File: src/rtl/nrzi_rx_decoder.sv
// nrzi_rx_decoder
//   Receive-side NRZI decoder. Recovers data bits from an NRZI line where a
//   0 bit is a line transition and a 1 bit is no transition. It hunts for a
//   sync pattern of (SYNC_LEN-1) zeros followed by a 1. It then delivers
//   payload bits, removes stuffed zeros, and flags end-of-packet and stuffing
//   violations. State only advances on cycles where bit_en is high.
//
// Optional feature (macro NRZI_RX_BYTE_EN):
//   When defined, payload bits are also assembled LSB-first into bytes and
//   presented on byte_out with a byte_valid pulse.
//
// Ports:
//   clk        in   rising-edge clock
//   reset      in   synchronous active-high reset
//   bit_en     in   strobe: in/se0 carry a valid bit sample this cycle
//   in         in   sampled NRZI line level
//   se0        in   end-of-packet line condition, sampled with bit_en
//   data_out   out  decoded payload bit, held until the next delivery
//   data_valid out  1-cycle pulse: data_out holds a new payload bit
//   sync_det   out  1-cycle pulse: sync pattern matched
//   eop_det    out  1-cycle pulse: se0 seen while receiving a packet
//   stuff_err  out  1-cycle pulse: stuffing violation, packet aborted
//   busy       out  high while receiving a packet
//   byte_out   out  last completed byte (NRZI_RX_BYTE_EN only)
//   byte_valid out  1-cycle pulse with the 8th bit of a byte (NRZI_RX_BYTE_EN only)
module nrzi_rx_decoder #(
  parameter logic IDLE_LEVEL = 1'b1,
  parameter int   SYNC_LEN   = 8,
  parameter int   STUFF_LEN  = 6
) (
  input  logic       clk,
  input  logic       reset,
  input  logic       bit_en,
  input  logic       in,
  input  logic       se0,
  output logic       data_out,
  output logic       data_valid,
  output logic       sync_det,
  output logic       eop_det,
  output logic       stuff_err,
  output logic       busy
`ifdef NRZI_RX_BYTE_EN
  ,
  output logic [7:0] byte_out,
  output logic       byte_valid
`endif
);

  localparam int CNT_W  = $clog2(STUFF_LEN + 1);
  localparam int FILL_W = $clog2(SYNC_LEN + 1);
  localparam logic [SYNC_LEN-1:0] SYNC_PAT  = {{(SYNC_LEN-1){1'b0}}, 1'b1};
  localparam logic [CNT_W-1:0]    STUFF_MAX = CNT_W'(STUFF_LEN);
  localparam logic [FILL_W-1:0]   FILL_MAX  = FILL_W'(SYNC_LEN);

  typedef enum logic [0:0] {HUNT = 1'b0, DATA = 1'b1} state_t;

  state_t                state_r, state_s;
  logic                  prev_level_r, prev_level_s;
  logic [SYNC_LEN-1:0]   hist_r, hist_s, hist_shift_s;
  // Number of real bits shifted into hist since it was last cleared
  // (saturating). A cleared history must not be mistaken for received zeros,
  // otherwise the very first decoded 1 after reset or EOP would look like sync.
  logic [FILL_W-1:0]     fill_r, fill_s, fill_inc_s;
  logic [CNT_W-1:0]      ones_cnt_r, ones_cnt_s;
  logic                  data_out_r, data_out_s;
  logic                  data_valid_r, data_valid_s;
  logic                  sync_det_r, sync_det_s;
  logic                  eop_det_r, eop_det_s;
  logic                  stuff_err_r, stuff_err_s;
  logic                  busy_r;
  logic                  dbit_s;

  assign dbit_s       = (in == prev_level_r);
  assign hist_shift_s = {hist_r[SYNC_LEN-2:0], dbit_s};
  assign fill_inc_s   = (fill_r == FILL_MAX) ? fill_r : (fill_r + FILL_W'(1));

  // Next-state and pulse decode for the hunt/data state machine
  always_comb begin
    state_s      = state_r;
    prev_level_s = prev_level_r;
    hist_s       = hist_r;
    fill_s       = fill_r;
    ones_cnt_s   = ones_cnt_r;
    data_out_s   = data_out_r;
    data_valid_s = 1'b0;
    sync_det_s   = 1'b0;
    eop_det_s    = 1'b0;
    stuff_err_s  = 1'b0;
    if (bit_en) begin
      if (se0) begin
        prev_level_s = IDLE_LEVEL;
      end else begin
        prev_level_s = in;
      end
      case (state_r)
        HUNT: begin
          if (se0) begin
            hist_s = {SYNC_LEN{1'b0}};
            fill_s = {FILL_W{1'b0}};
          end else begin
            hist_s = hist_shift_s;
            fill_s = fill_inc_s;
            if ((fill_inc_s == FILL_MAX) && (hist_shift_s == SYNC_PAT)) begin
              sync_det_s = 1'b1;
              // The sync's trailing 1 already counts toward the stuffing run.
              ones_cnt_s = CNT_W'(1);
              state_s    = DATA;
            end else begin
              state_s = HUNT;
            end
          end
        end
        DATA: begin
          if (se0) begin
            eop_det_s  = 1'b1;
            state_s    = HUNT;
            hist_s     = {SYNC_LEN{1'b0}};
            fill_s     = {FILL_W{1'b0}};
            ones_cnt_s = {CNT_W{1'b0}};
          end else if ((ones_cnt_r == STUFF_MAX) && !dbit_s) begin
            // Stuffed zero: consumed silently.
            ones_cnt_s = {CNT_W{1'b0}};
          end else if (ones_cnt_r == STUFF_MAX) begin
            stuff_err_s = 1'b1;
            state_s     = HUNT;
            hist_s      = {SYNC_LEN{1'b0}};
            fill_s      = {FILL_W{1'b0}};
            ones_cnt_s  = {CNT_W{1'b0}};
          end else begin
            data_out_s   = dbit_s;
            data_valid_s = 1'b1;
            ones_cnt_s   = dbit_s ? (ones_cnt_r + CNT_W'(1)) : {CNT_W{1'b0}};
          end
        end
        default: begin
          state_s = HUNT;
        end
      endcase
    end else begin
      state_s = state_r;
    end
  end

  // State and registered-output update
  always_ff @(posedge clk) begin
    if (reset) begin
      state_r      <= HUNT;
      prev_level_r <= IDLE_LEVEL;
      hist_r       <= {SYNC_LEN{1'b0}};
      fill_r       <= {FILL_W{1'b0}};
      ones_cnt_r   <= {CNT_W{1'b0}};
      data_out_r   <= 1'b0;
      data_valid_r <= 1'b0;
      sync_det_r   <= 1'b0;
      eop_det_r    <= 1'b0;
      stuff_err_r  <= 1'b0;
      busy_r       <= 1'b0;
    end else begin
      state_r      <= state_s;
      prev_level_r <= prev_level_s;
      hist_r       <= hist_s;
      fill_r       <= fill_s;
      ones_cnt_r   <= ones_cnt_s;
      data_out_r   <= data_out_s;
      data_valid_r <= data_valid_s;
      sync_det_r   <= sync_det_s;
      eop_det_r    <= eop_det_s;
      stuff_err_r  <= stuff_err_s;
      busy_r       <= (state_s == DATA);
    end
  end

  assign data_out   = data_out_r;
  assign data_valid = data_valid_r;
  assign sync_det   = sync_det_r;
  assign eop_det    = eop_det_r;
  assign stuff_err  = stuff_err_r;
  assign busy       = busy_r;

`ifdef NRZI_RX_BYTE_EN
  logic [2:0] bit_cnt_r, bit_cnt_s;
  logic [7:0] byte_sr_r, byte_sr_s;
  logic [7:0] byte_out_r, byte_out_s;
  logic       byte_valid_r, byte_valid_s;

  // LSB-first byte assembly from delivered payload bits
  always_comb begin
    bit_cnt_s    = bit_cnt_r;
    byte_sr_s    = byte_sr_r;
    byte_out_s   = byte_out_r;
    byte_valid_s = 1'b0;
    if (sync_det_s || eop_det_s || stuff_err_s) begin
      bit_cnt_s = 3'd0;
    end else if (data_valid_s) begin
      byte_sr_s = {data_out_s, byte_sr_r[7:1]};
      if (bit_cnt_r == 3'd7) begin
        byte_out_s   = byte_sr_s;
        byte_valid_s = 1'b1;
        bit_cnt_s    = 3'd0;
      end else begin
        bit_cnt_s = bit_cnt_r + 3'd1;
      end
    end else begin
      bit_cnt_s = bit_cnt_r;
    end
  end

  // Byte assembler registers
  always_ff @(posedge clk) begin
    if (reset) begin
      bit_cnt_r    <= 3'd0;
      byte_sr_r    <= 8'd0;
      byte_out_r   <= 8'd0;
      byte_valid_r <= 1'b0;
    end else begin
      bit_cnt_r    <= bit_cnt_s;
      byte_sr_r    <= byte_sr_s;
      byte_out_r   <= byte_out_s;
      byte_valid_r <= byte_valid_s;
    end
  end

  assign byte_out   = byte_out_r;
  assign byte_valid = byte_valid_r;
`endif

endmodule

File: config.mk
export PLATFORM = sky130hd
export DESIGN_NAME = nrzi_rx_decoder
export DESIGN_NICKNAME = d
export VERILOG_FILES = /design/src/rtl/nrzi_rx_decoder.sv
export SDC_FILE = /design/constraint.sdc
export NUM_CORES = 1
export LEC_CHECK = 0
export CORE_ASPECT_RATIO = 1.2
export CORE_MARGIN = 2
export CORE_UTILIZATION = 50
export DETAILED_ROUTE_END_ITERATION = 8
export DONT_BUFFER_PORTS = 1
export PLACE_DENSITY_LB_ADDON = 0.15
export SLEW_MARGIN = 20
export SYNTH_ARGS = -nofsm -noshare
export SYNTH_HDL_FRONTEND = slang
export SYNTH_SLANG_ARGS = --single-unit
File: constraint.sdc
create_clock -name clk -period 2.58 [get_ports clk]
set_input_delay 0.516 -clock clk [delete_from_list [all_inputs] [get_ports clk]]
set_output_delay 0.516 -clock clk [all_outputs]
set_load 0.05 [all_outputs]
==> results.txt, run 1 <==
----------------------------------------------------
[Clock tree]
  # H-tree levels ... 1
  Largest buffer count on any clock path ... 2
  Number of clock sinks ... 21
  Clock latency at the later pin of the worst-skew pair ... 0.31 ns
  Setup Buffers After CTS ... 0
  Inserted Clock Buffers ... 3
  Post-CTS clock slew at the launch and capture registers of the worst setup and hold paths ... 0.12 ns
  CTS tree ... done
  Root buffer cell ... clkbuf_4
  Number of hold buffers added after CTS ... 0
  Cells resized by post-CTS repair ... 0

[Place]
  Weighted congestion at the end of routability-driven global placement ... 0.764
  Detailed placer's ending HPWL ... 1320 um
  Placed cell count ... 127
  Number of port buffers ... 0

[Timing]
  Fraction of the cycle the final worst path needs ... 0.725
  Worst Tran Pin Value ... 0.514 ns
  Unrepaired setup endpoints after global routing ... no
  Worst slew slack as a fraction of its limit ... 0.657
  Maximum clock skew at final layout ... 0.00541 ns
  Final count of negative-setup-slack endpoints ... 0
  Min Clock Period, post-route ... 1.87 ns
  Max Slew Vio Count ... 0
  Setup_tns ... 0 ns
  Achievable clock frequency ... 0.535 GHz
  Final Hold Fails ... 0

[Pwr]
  Total power ... 0.533 mW
  P per Cell Area ... 534 nW/um2
  Worst IR drop on VDD ... 368 uV
  Net switching fraction of the power ... 0.247
  Combinational share of power ... 0.073
  Sequential share of power ... 0.628
  Cell-internal power ... 0.401 mW
  Cell leakage power ... 0.355 nW
  Clock network fraction of total power ... 0.299
  Net switching power ... 0.132 mW

[Routing]
  Drc violations ... 0
  Pre-Repair DR Iteration Count ... 4
  Total Routed Length ... 1880 um
  Via-per-instance ratio ... 6.13
  Number of design-rule violations left by the first detailed-router iteration ... 8
  Post-route antenna net violation count ... 0
  Average wire per cell in the routed design ... 14.3 um
  Total number of vias ... 803

[Finish]
  # nets final ... 122
  Post-layout utilization of the core ... 0.547
  Synth-to-layout area growth ... 4.17%
  Final std cells w/o fill ... 131
  Proportion of layout cells with a drive suffix above 1 ... 0.0625
  Antenna cells ... 0

[Setup path]
  Critical Path Sink Type ... register
  Register-to-register setup slack ... 0.71 ns
  Worst-path maximum fanout ... 7
  Startpoint Class ... register
  Req. time, crit path ... 2.79 ns
  CP arrival ... 2.08 ns
  Critical Setup Path Class ... register to register

[Floorplanning]
  Ports placed on the boundary ... 11
  Cell row count ... 17
  Die extent in y ... 52.0 um
  Horizontal extent of the die ... 44.0 um
  Die outline area ... 2290 um2
  Core region area ... 1830 um2
  Initial core utilization ... 0.525

[Global route]
  All-layer global routing usage ... 0.195
  Global-route wire length before repair ... 3250 um
  Congestion Overflow GR ... 0
  Initial antenna violation count ... 0
  Pin count of the biggest net entering global routing ... 22
  Vias in the first global route ... 803

[Synthesis]
  Syn. warnings ... 0
  Seq/Total Area, Yosys ... 0.438
  Total of flip-flops plus latches after synthesis ... 21
  Post-synthesis net count ... 121
  Summed instance area of the synthesized netlist ... 960 um2
  Unique cell type count in the Yosys netlist ... 31
  Synthesized area per cell ... 8.57 um2
  Number of cells produced by synthesis ... 112

[Hold path]
  Worst min-delay path category ... input pin to register

[Run]
  Maxcap violations ... 0

[Outcome]
  Outcome ... completed

----------------------------------------------------
==> state kept, by name (all words and copies together) (netlist names) <==
signal,cells
data_out,1
data_valid,1
fill_r,4
ones_cnt_r,3
hist_r,7
stuff_err,1
prev_level_r,1
busy,1
sync_det,1
eop_det,1
==> logic make-up after synthesis <==
family                     synth area share
and+or+nand+nor                       0.258
adders and majority gates            0.0522
xor gates and xnor gates            0.00913
muxes                                0.0209
buffers and inverters                0.0430
DFF                                   0.438
AOI/OAI and AO/OA                     0.179
==> stage by stage <==
step / setup slack (ns) / hold WS, ns / instance area, um2
after global routing: 0.512 / 0.238 / 1000
after global placement: 0.805 / 0.511 / 972
after floorplan: 0.872 / 0.465 / 960
after detailed placement: 0.725 / 0.514 / 972
after CTS: 0.703 / 0.255 / 1000
final: 0.710 / 0.258 / 1000
==> metal layers <==
layer | up-vias | share of wire | GRT usage
li1 | 401 | - | -
met1 | 379 | 0.42 | 0.205
met5 | - | 0 | 0
met2 | 17 | 0.52 | 0.355
met3 | 6 | 0.043 | 0.0486
met4 | 0 | 0.018 | 0.0909
==> synth_stat cells (all sizes together) <==
master,n,area (um2)
a211oi,1,7.51
or2,1,6.26
or3b,1,8.76
dfxtp,21,420
buf,3,15.0
ha,4,50.1
nand2,5,18.8
nand4b,1,8.76
a22oi,8,60.1
nor3b,5,37.5
nor2b,1,6.26
clkbuf,3,11.3
inv,4,15.0
xor2,1,8.76
nand2b,2,12.5
or4,1,7.51
nand3b,2,15.0
mux2i,2,20.0
nor3,3,15.0
o21ai,3,15.0
o211ai,1,7.51
o2111ai,1,8.76
a21oi,8,40.0
o31a,1,8.76
a31oi,1,6.26
nor4,2,12.5
and2,1,6.26
a211o,1,8.76
nor2,18,67.6
nand3,5,25.0
a32oi,1,8.76
==> cell usage in the layout, fill, tap and decap left out, drive strengths merged, types with 2 or more instances in the layout <==
| cell | synthesis | final |
|---|---|---|
| nand2 | 5 | 5 |
| ha | 4 | 4 |
| inv | 4 | 4 |
| nor3 | 3 | 3 |
| clkbuf | 3 | 3 |
| nand3b | 2 | 2 |
| o21ai | 3 | 3 |
| mux2i | 2 | 2 |
| nand2b | 2 | 2 |
| nor2 | 18 | 18 |
| a21oi | 8 | 8 |
| nand3 | 5 | 5 |
| buf | 3 | 2 |
| nor4 | 2 | 2 |
| a22oi | 8 | 8 |
| dfxtp | 21 | 21 |
| nor3b | 5 | 5 |
==> worst max-delay path, cell delays in order (launching register included) <==
cell and delay (ns):
dfxtp_1 0.45, inv_1 0.09, ha_1 0.31, nor4_1 0.17
o2111ai_1 0.18, a211o_1 0.31, a32oi_1 0.20, nor2_1 0.05
==> cell type report <==
cell class	count	area, um2
Clock inverter	1	5.00
Fill cell	171	830
Tap cell	19	23.8
Clock buffer	3	22.5
Timing Repair Buffer	2	15.0
Inverter	4	15.0
Multi-Input combinational cell	81	498
Sequential cell	21	420
==> power groups by stage <==
stage               logic [mW]  registers, mW  clock network [mW]
floorplan               0.0325          0.346                   0
finish                  0.0388          0.335               0.160
global route            0.0443          0.336               0.181
CTS                     0.0391          0.335               0.165
detailed placement      0.0389          0.342                   0
global placement        0.0382          0.342                   0
==> path summary, 6_finish.rpt <==
kind                  from             to  depth (start not counted)
min                  reset      fill_r[0]                          1
max reg2reg      fill_r[0]  ones_cnt_r[1]                          7
min reg2reg  ones_cnt_r[2]      stuff_err                          2
max              fill_r[0]  ones_cnt_r[1]                          7
No activity file was read; power rests on OpenSTA's default activity.
==> inputs of run 2 (changes only) <==
- clock period: 2.58 -> 1.8 ns (I/O delays scaled with it)
==> results.txt, run 2 (synthesized netlist as in run 1, its figures left out) <==
----------------------------------------------------
[Floorplanning]
  Core region area ... 1830 um2 (unchanged)
  Die extent in y ... 52.0 um (unchanged)
  Cell row count ... 17 (unchanged)
  Horizontal extent of the die ... 44.0 um (unchanged)
  Die outline area ... 2290 um2 (unchanged)
  Initial core utilization ... 0.525 (unchanged)
  Ports placed on the boundary ... 11 (unchanged)

[Place]
  Number of port buffers ... 0 (unchanged)
  Cell area after placement ... 1000 um2 (+3.1%)
  Post-Place Worst Slack ... 0.106 ns (-0.620 ns)
  Weighted congestion at the end of routability-driven global placement ... 0.727 (-4.8%)
  Detailed placer's ending HPWL ... 1310 um (-0.97%)

[Clock tree]
  Clock latency at the later pin of the worst-skew pair ... 0.30 ns (about the same)
  Number of clock sinks ... 21 (unchanged)
  Inserted Clock Buffers ... 3 (unchanged)
  Number of hold buffers added after CTS ... 0 (unchanged)
  CTS tree ... done
  Post-CTS clock slew at the launch and capture registers of the worst setup and hold paths ... 0.12 ns (about the same)
  # H-tree levels ... 1 (unchanged)
  Root buffer cell ... clkbuf_4
  Largest buffer count on any clock path ... 2 (unchanged)

[Timing]
  Worst slew slack as a fraction of its limit ... 0.628 (-0.0294)
  Achievable clock frequency ... 0.585 GHz (+9.4%)
  Final Hold Fails ... 0 (unchanged)
  Maximum clock skew at final layout ... 0.00820 ns (+0.00279 ns)
  Worst Tran Pin Value ... 0.557 ns (+0.0436 ns)
  Max Slew Vio Count ... 0 (unchanged)
  Unrepaired setup endpoints after global routing ... yes
  Slack of the critical path ... 0.0914 ns (-0.619 ns)
  Fin Hold WS ... 0.110 ns (-0.148 ns)
  Fraction of the cycle the final worst path needs ... 0.949 (+0.224)
  Final count of negative-setup-slack endpoints ... 0 (unchanged)
  Min Clock Period, post-route ... 1.71 ns (-0.161 ns)

[Global route]
  Global-route wire length before repair ... 3020 um (-7.0%)
  Pin count of the biggest net entering global routing ... 22 (unchanged)
  Initial antenna violation count ... 0 (unchanged)
  Congestion Overflow GR ... 0 (unchanged)
  All-layer global routing usage ... 0.177 (-0.0179)
  Vias in the first global route ... 732 (-8.8%)

[Finish]
  Leading cell types in the layout, fill and taps excluded ... dfxtp_1 (21), nor2_1 (18), a21oi_1 (8), a22oi_1 (8), buf_4 (6)
  Most common library cell in the layout ignoring fill and taps ... dfxtp_1
  # nets final ... 126 (+3.3%)
  Register area ... 420 um2 (unchanged)
  Number of inserted filler cells in the final layout ... 170 (-0.58%)
  Largest Register ... hist_r
  Registers with the highest flip-flop counts ... hist_r x7, fill_r x4, ones_cnt_r x3
  Post-route cell area ... 1040 um2 (+3.6%)
  Synth-to-layout area growth ... 7.95%
  Flip-flop count of the largest register, all copies and words added ... 7 (unchanged)
  Multi-input combinational cell area ... 504 um2 (+1.3%)
  Antenna cells ... 0 (unchanged)
  Proportion of layout cells with a drive suffix above 1 ... 0.103 (+0.0409)

[Routing]
  Number of design-rule violations left by the first detailed-router iteration ... 6 (-2)
  Average wire per cell in the routed design ... 13.3 um (-6.9%)
  Via-per-instance ratio ... 5.79 (-5.6%)
  Total number of vias ... 781 (-2.7%)
  Pre-Repair DR Iteration Count ... 4 (unchanged)
  Total Routed Length ... 1800 um (-4.1%)
  Post-route antenna net violation count ... 0 (unchanged)
  Drc violations ... 0 (unchanged)

[Setup path]
  Req. time, crit path ... 2.01 ns (-0.78 ns)
  CP arrival ... 1.92 ns (-0.16 ns)
  Worst-path maximum fanout ... 4 (-3)
  Critical Path Sink Type ... register
  Register-to-register setup slack ... 0.09 ns (-0.62 ns)
  Critical Setup Path Class ... register to register
  Startpoint Class ... register

[Outcome]
  Outcome ... completed

[Pwr]
  P per Cell Area ... 739 nW/um2 (+38%)
  Cell leakage power ... 0.378 nW (+6.3%)
  Worst IR drop on VDD ... 578 uV (+57%)
  Total power ... 0.765 mW (+43%)

[Hold path]
  Worst min-delay path category ... input pin to register

[Run]
  Maxcap violations ... 0 (unchanged)

----------------------------------------------------
## run 2: cell count changes in the layout (fill, tap and decap cells not counted)
cell / change
buf_4: +4
nor4_1: -1
nor4_2: +1
## run 2: per-stage QoR
stage          setup TNS, ns  utilization  cells
2_1_floorplan              0            -    112
3_3_place_gp               0        0.548    131
3_5_place_dp               0        0.548    131
4_1_cts                    0        0.563    135
5_1_grt              -0.0681        0.566    135
6_report                   0        0.566    135
## run 2: worst max-delay path, stage by stage, from the launching register on
cell	delay, ns
dfxtp_1	0.34
inv_1	0.05
ha_1	0.32
nor4_2	0.17
o2111ai_1	0.17
a211o_1	0.30
a32oi_1	0.21
nor2_1	0.05
## run 2: cell type report
type                       count  share of cell area
tap                           19              0.0229
sequential                    21               0.406
clock inverter                 1             0.00483
inverter                       4              0.0145
clock buffer                   3              0.0217
timing repair buffer           6              0.0435
multi-input combinational     81               0.487
## run 2: path summary, 6_finish.rpt
| check | startpoint | endpoint | cells after the start |
|---|---|---|---|
| hold reg to reg | ones_cnt_r[2] | stuff_err | 2 |
| hold / removal | reset | ones_cnt_r[1] | 1 |
| setup reg to reg | fill_r[0] | ones_cnt_r[1] | 7 |
| setup / recovery | fill_r[0] | ones_cnt_r[1] | 7 |
## run 2: timing repair
item	in CTS	in global routing
buffers inserted	0	0
gates resized for setup	0	1
endpoints found under the setup margin	0	3
## run 2: per-layer routing
layer | vias to the layer above | GRT usage | wire [um]
met5 | - | 0 | 0
met3 | 2 | 0.0382 | 55
met4 | 0 | 0.0606 | 12
met1 | 357 | 0.207 | 825
met2 | 11 | 0.314 | 905
li1 | 411 | - | -
## run 2: power breakdown
group | total [mW] | switching [mW] | internal (mW)
sequential | 0.479 | 0.00770 | 0.471
clock | 0.223 | 0.140 | 0.0827
combinational | 0.0633 | 0.0367 | 0.0266
==> inputs of run 3 (changes only) <==
- CORE_UTILIZATION: 50 -> 47
==> results.txt, run 3 (synthesized netlist as in run 1, its figures left out) <==
----------------------------------------------------
[Setup path]
  Slowest cell on crit path ... a211o_1
  CP arrival ... 1.86 ns (-0.06 ns)
  Req. time, crit path ... 2.01 ns (about the same)
  Delay of the slowest critical-path stage ... 0.34 ns (about the same)
  Critical Path Sink Type ... register
  Worst-path maximum fanout ... 4 (unchanged)
  Critical Setup Path Class ... register to register
  CP cell instances ... inv_1 > ha_4 > nand2_1 > o31a_1 > a211o_1 > a32oi_1 > nor2_1
  Terminus of the critical flop-to-flop path ... ones_cnt_r[1]
  Worst reg2reg startpoint ... fill_r[0]
  Register-to-register setup slack ... 0.14 ns (+0.05 ns)
  Number of cells traversed by the worst register-to-register path ... 7 (unchanged)
  Startpoint Class ... register

[Floorplanning]
  Ports placed on the boundary ... 11 (unchanged)
  Die outline area ... 2420 um2 (+5.8%)
  Horizontal extent of the die ... 45.3 um (+2.9%)
  Initial core utilization ... 0.507 (-0.0177)
  Die extent in y ... 53.5 um (+2.9%)
  Core region area ... 1890 um2 (+3.5%)
  Cell row count ... 17 (unchanged)

[Timing]
  Setup_tns ... 0 ns (unchanged)
  Worst Tran Pin Value ... 0.557 ns (-0.000788 ns)
  Final Hold Fails ... 0 (unchanged)
  Min Clock Period, post-route ... 1.66 ns (-0.0534 ns)
  Worst slew slack as a fraction of its limit ... 0.628 (about the same)
  Final count of negative-setup-slack endpoints ... 0 (unchanged)
  Fraction of the cycle the final worst path needs ... 0.920 (-0.0297)
  Maximum clock skew at final layout ... 0.00133 ns (-0.00688 ns)
  Achievable clock frequency ... 0.604 GHz (+3.2%)
  Max Slew Vio Count ... 0 (unchanged)
  Unrepaired setup endpoints after global routing ... no

[Pwr]
  Cell leakage power ... 0.366 nW (-3.2%)
  Cell-internal power ... 0.584 mW (+0.55%)
  Net switching power ... 0.186 mW (+0.80%)
  Clock network fraction of total power ... 0.295 (+0.003)
  P per Cell Area ... 742 nW/um2 (+0.49%)
  Worst IR drop on VDD ... 385 uV (-33%)
  Sequential share of power ... 0.624 (-0.002)
  Combinational share of power ... 0.081 (-0.002)
  Total power ... 0.770 mW (+0.61%)
  Net switching fraction of the power ... 0.242 (+0.000461)

[Hold path]
  Worst min-delay path category ... input pin to register
  Number of cells on the worst hold path ... 1 (unchanged)
  Hold Crit Endpoint ... fill_r[3]
  Source of the worst hold timing path ... reset

[Clock tree]
  CTS tree ... done
  Largest buffer count on any clock path ... 2 (unchanged)
  Setup Buffers After CTS ... 0 (unchanged)
  Root buffer cell ... clkbuf_4
  Inserted Clock Buffers ... 3 (unchanged)
  # H-tree levels ... 1 (unchanged)
  Clock latency at the later pin of the worst-skew pair ... 0.30 ns (about the same)
  Post-CTS clock slew at the launch and capture registers of the worst setup and hold paths ... 0.11 ns (about the same)
  Number of clock sinks ... 21 (unchanged)
  Number of hold buffers added after CTS ... 0 (unchanged)

[Routing]
  Total number of vias ... 777 (-0.51%)
  Post-route antenna net violation count ... 0 (unchanged)
  Pre-Repair DR Iteration Count ... 4 (unchanged)
  Via-per-instance ratio ... 5.84 (+0.98%)
  Number of design-rule violations left by the first detailed-router iteration ... 24 (+18)
  Drc violations ... 0 (unchanged)
  Average wire per cell in the routed design ... 13.6 um (+2.1%)
  Total Routed Length ... 1810 um (+0.61%)

[Global route]
  Vias in the first global route ... 725 (-0.96%)
  Global-route wire length before repair ... 3120 um (+3.2%)
  Pin count of the biggest net entering global routing ... 22 (unchanged)
  Initial antenna violation count ... 0 (unchanged)
  All-layer global routing usage ... 0.177 (-0.000804)
  Congestion Overflow GR ... 0 (unchanged)

[Finish]
  Synth-to-layout area growth ... 8.08%
  Antenna cells ... 0 (unchanged)
  Registers with the highest flip-flop counts ... hist_r x7, fill_r x4, ones_cnt_r x3
  # nets final ... 124 (-1.6%)
  Most common library cell in the layout ignoring fill and taps ... dfxtp_1
  Largest Register ... hist_r
  Proportion of layout cells with a drive suffix above 1 ... 0.105 (+0.00181)
  Post-route cell area ... 1040 um2 (+0.12%)
  Flip-flop count of the largest register, all copies and words added ... 7 (unchanged)
  Leading cell types in the layout, fill and taps excluded ... dfxtp_1 (21), nor2_1 (17), a21oi_1 (8), a22oi_1 (8)

[Place]
  Detailed placer's ending HPWL ... 1310 um (about the same)
  Weighted congestion at the end of routability-driven global placement ... 0.831 (+14%)
  Cell area after placement ... 987 um2 (-1.5%)
  Number of port buffers ... 0 (unchanged)

[Run]
  Maxcap violations ... 0 (unchanged)

[Outcome]
  Outcome ... completed

----------------------------------------------------
run 3: changes by cell type in the layout (fill, tap and decap cells not counted), sizes merged:
cell	delta
clkbuf	+1
buf	-2
clkinv	-1
run 3: layer usage:
layer,vias up,wire length [um],GRT usage
met5,-,0,0
met4,0,25,0.0980
li1,402,-,-
met1,363,871,0.216
met3,4,36,0.0205
met2,8,876,0.295
run 3: repair_timing:
item                                   4_1_cts  5_1_grt
setup endpoints to repair                    0       12
endpoints found under the hold margin        0        0
gates resized for setup                      0        4
run 3: layout make-up:
class | instances | area, um2
Timing Repair Buffer | 4 | 30.0
Clock buffer | 4 | 26.3
Multi-Input combinational cell | 81 | 522
Sequential cell | 21 | 420
Fill cell | 171 | 856
Tap cell | 19 | 23.8
Inverter | 4 | 15.0
run 3: metrics by stage:
| stage | instances | hold slack, ns | setup WS, ns | utilization |
|---|---|---|---|---|
| 6_report | 133 | 0.109 | 0.145 | 0.548 |
| 2_1_floorplan | 112 | 0.465 | 0.0925 | - |
| 5_1_grt | 133 | 0.0830 | 0.00896 | 0.548 |
| 3_5_place_dp | 129 | 0.435 | 0.0752 | 0.521 |
| 3_3_place_gp | 129 | 0.434 | 0.131 | 0.521 |
| 4_1_cts | 133 | 0.100 | 0.0636 | 0.535 |
run 3: how the worst max path moves through the flow:
| stage | startpoint | endpoint | slack (ns) | depth (start not counted) |
|---|---|---|---|---|
| 3_5_place_dp | fill_r[0] | ones_cnt_r[1] | 0.08 | 7 |
| 5_1_grt | ones_cnt_r[0] | fill_r[0] | 0.009 | 7 |
| 4_1_cts | fill_r[0] | ones_cnt_r[1] | 0.06 | 7 |
| 6_report | fill_r[0] | ones_cnt_r[1] | 0.14 | 7 |
| 2_1_floorplan | fill_r[0] | ones_cnt_r[1] | 0.09 | 7 |
| 3_3_place_gp | fill_r[0] | ones_cnt_r[1] | 0.13 | 7 |
run 3: critical path, delay by kind of cell (launching register included):
kind | cells | cell delay [ns]
DFF | 1 | 0.33
buffers and inverters | 1 | 0.10
adders and majority gates | 1 | 0.15
AOI/OAI and AO/OA | 3 | 0.83
and+or+nand+nor | 2 | 0.14
run 3: power groups by stage:
stage | clock network, mW | logic, mW | registers [mW]
after global placement | 0 | 0.0570 | 0.491
after CTS | 0.232 | 0.0578 | 0.480
after detailed placement | 0 | 0.0574 | 0.491
final | 0.227 | 0.0623 | 0.480
after global routing | 0.250 | 0.0707 | 0.481
after floorplan | 0 | 0.0466 | 0.496
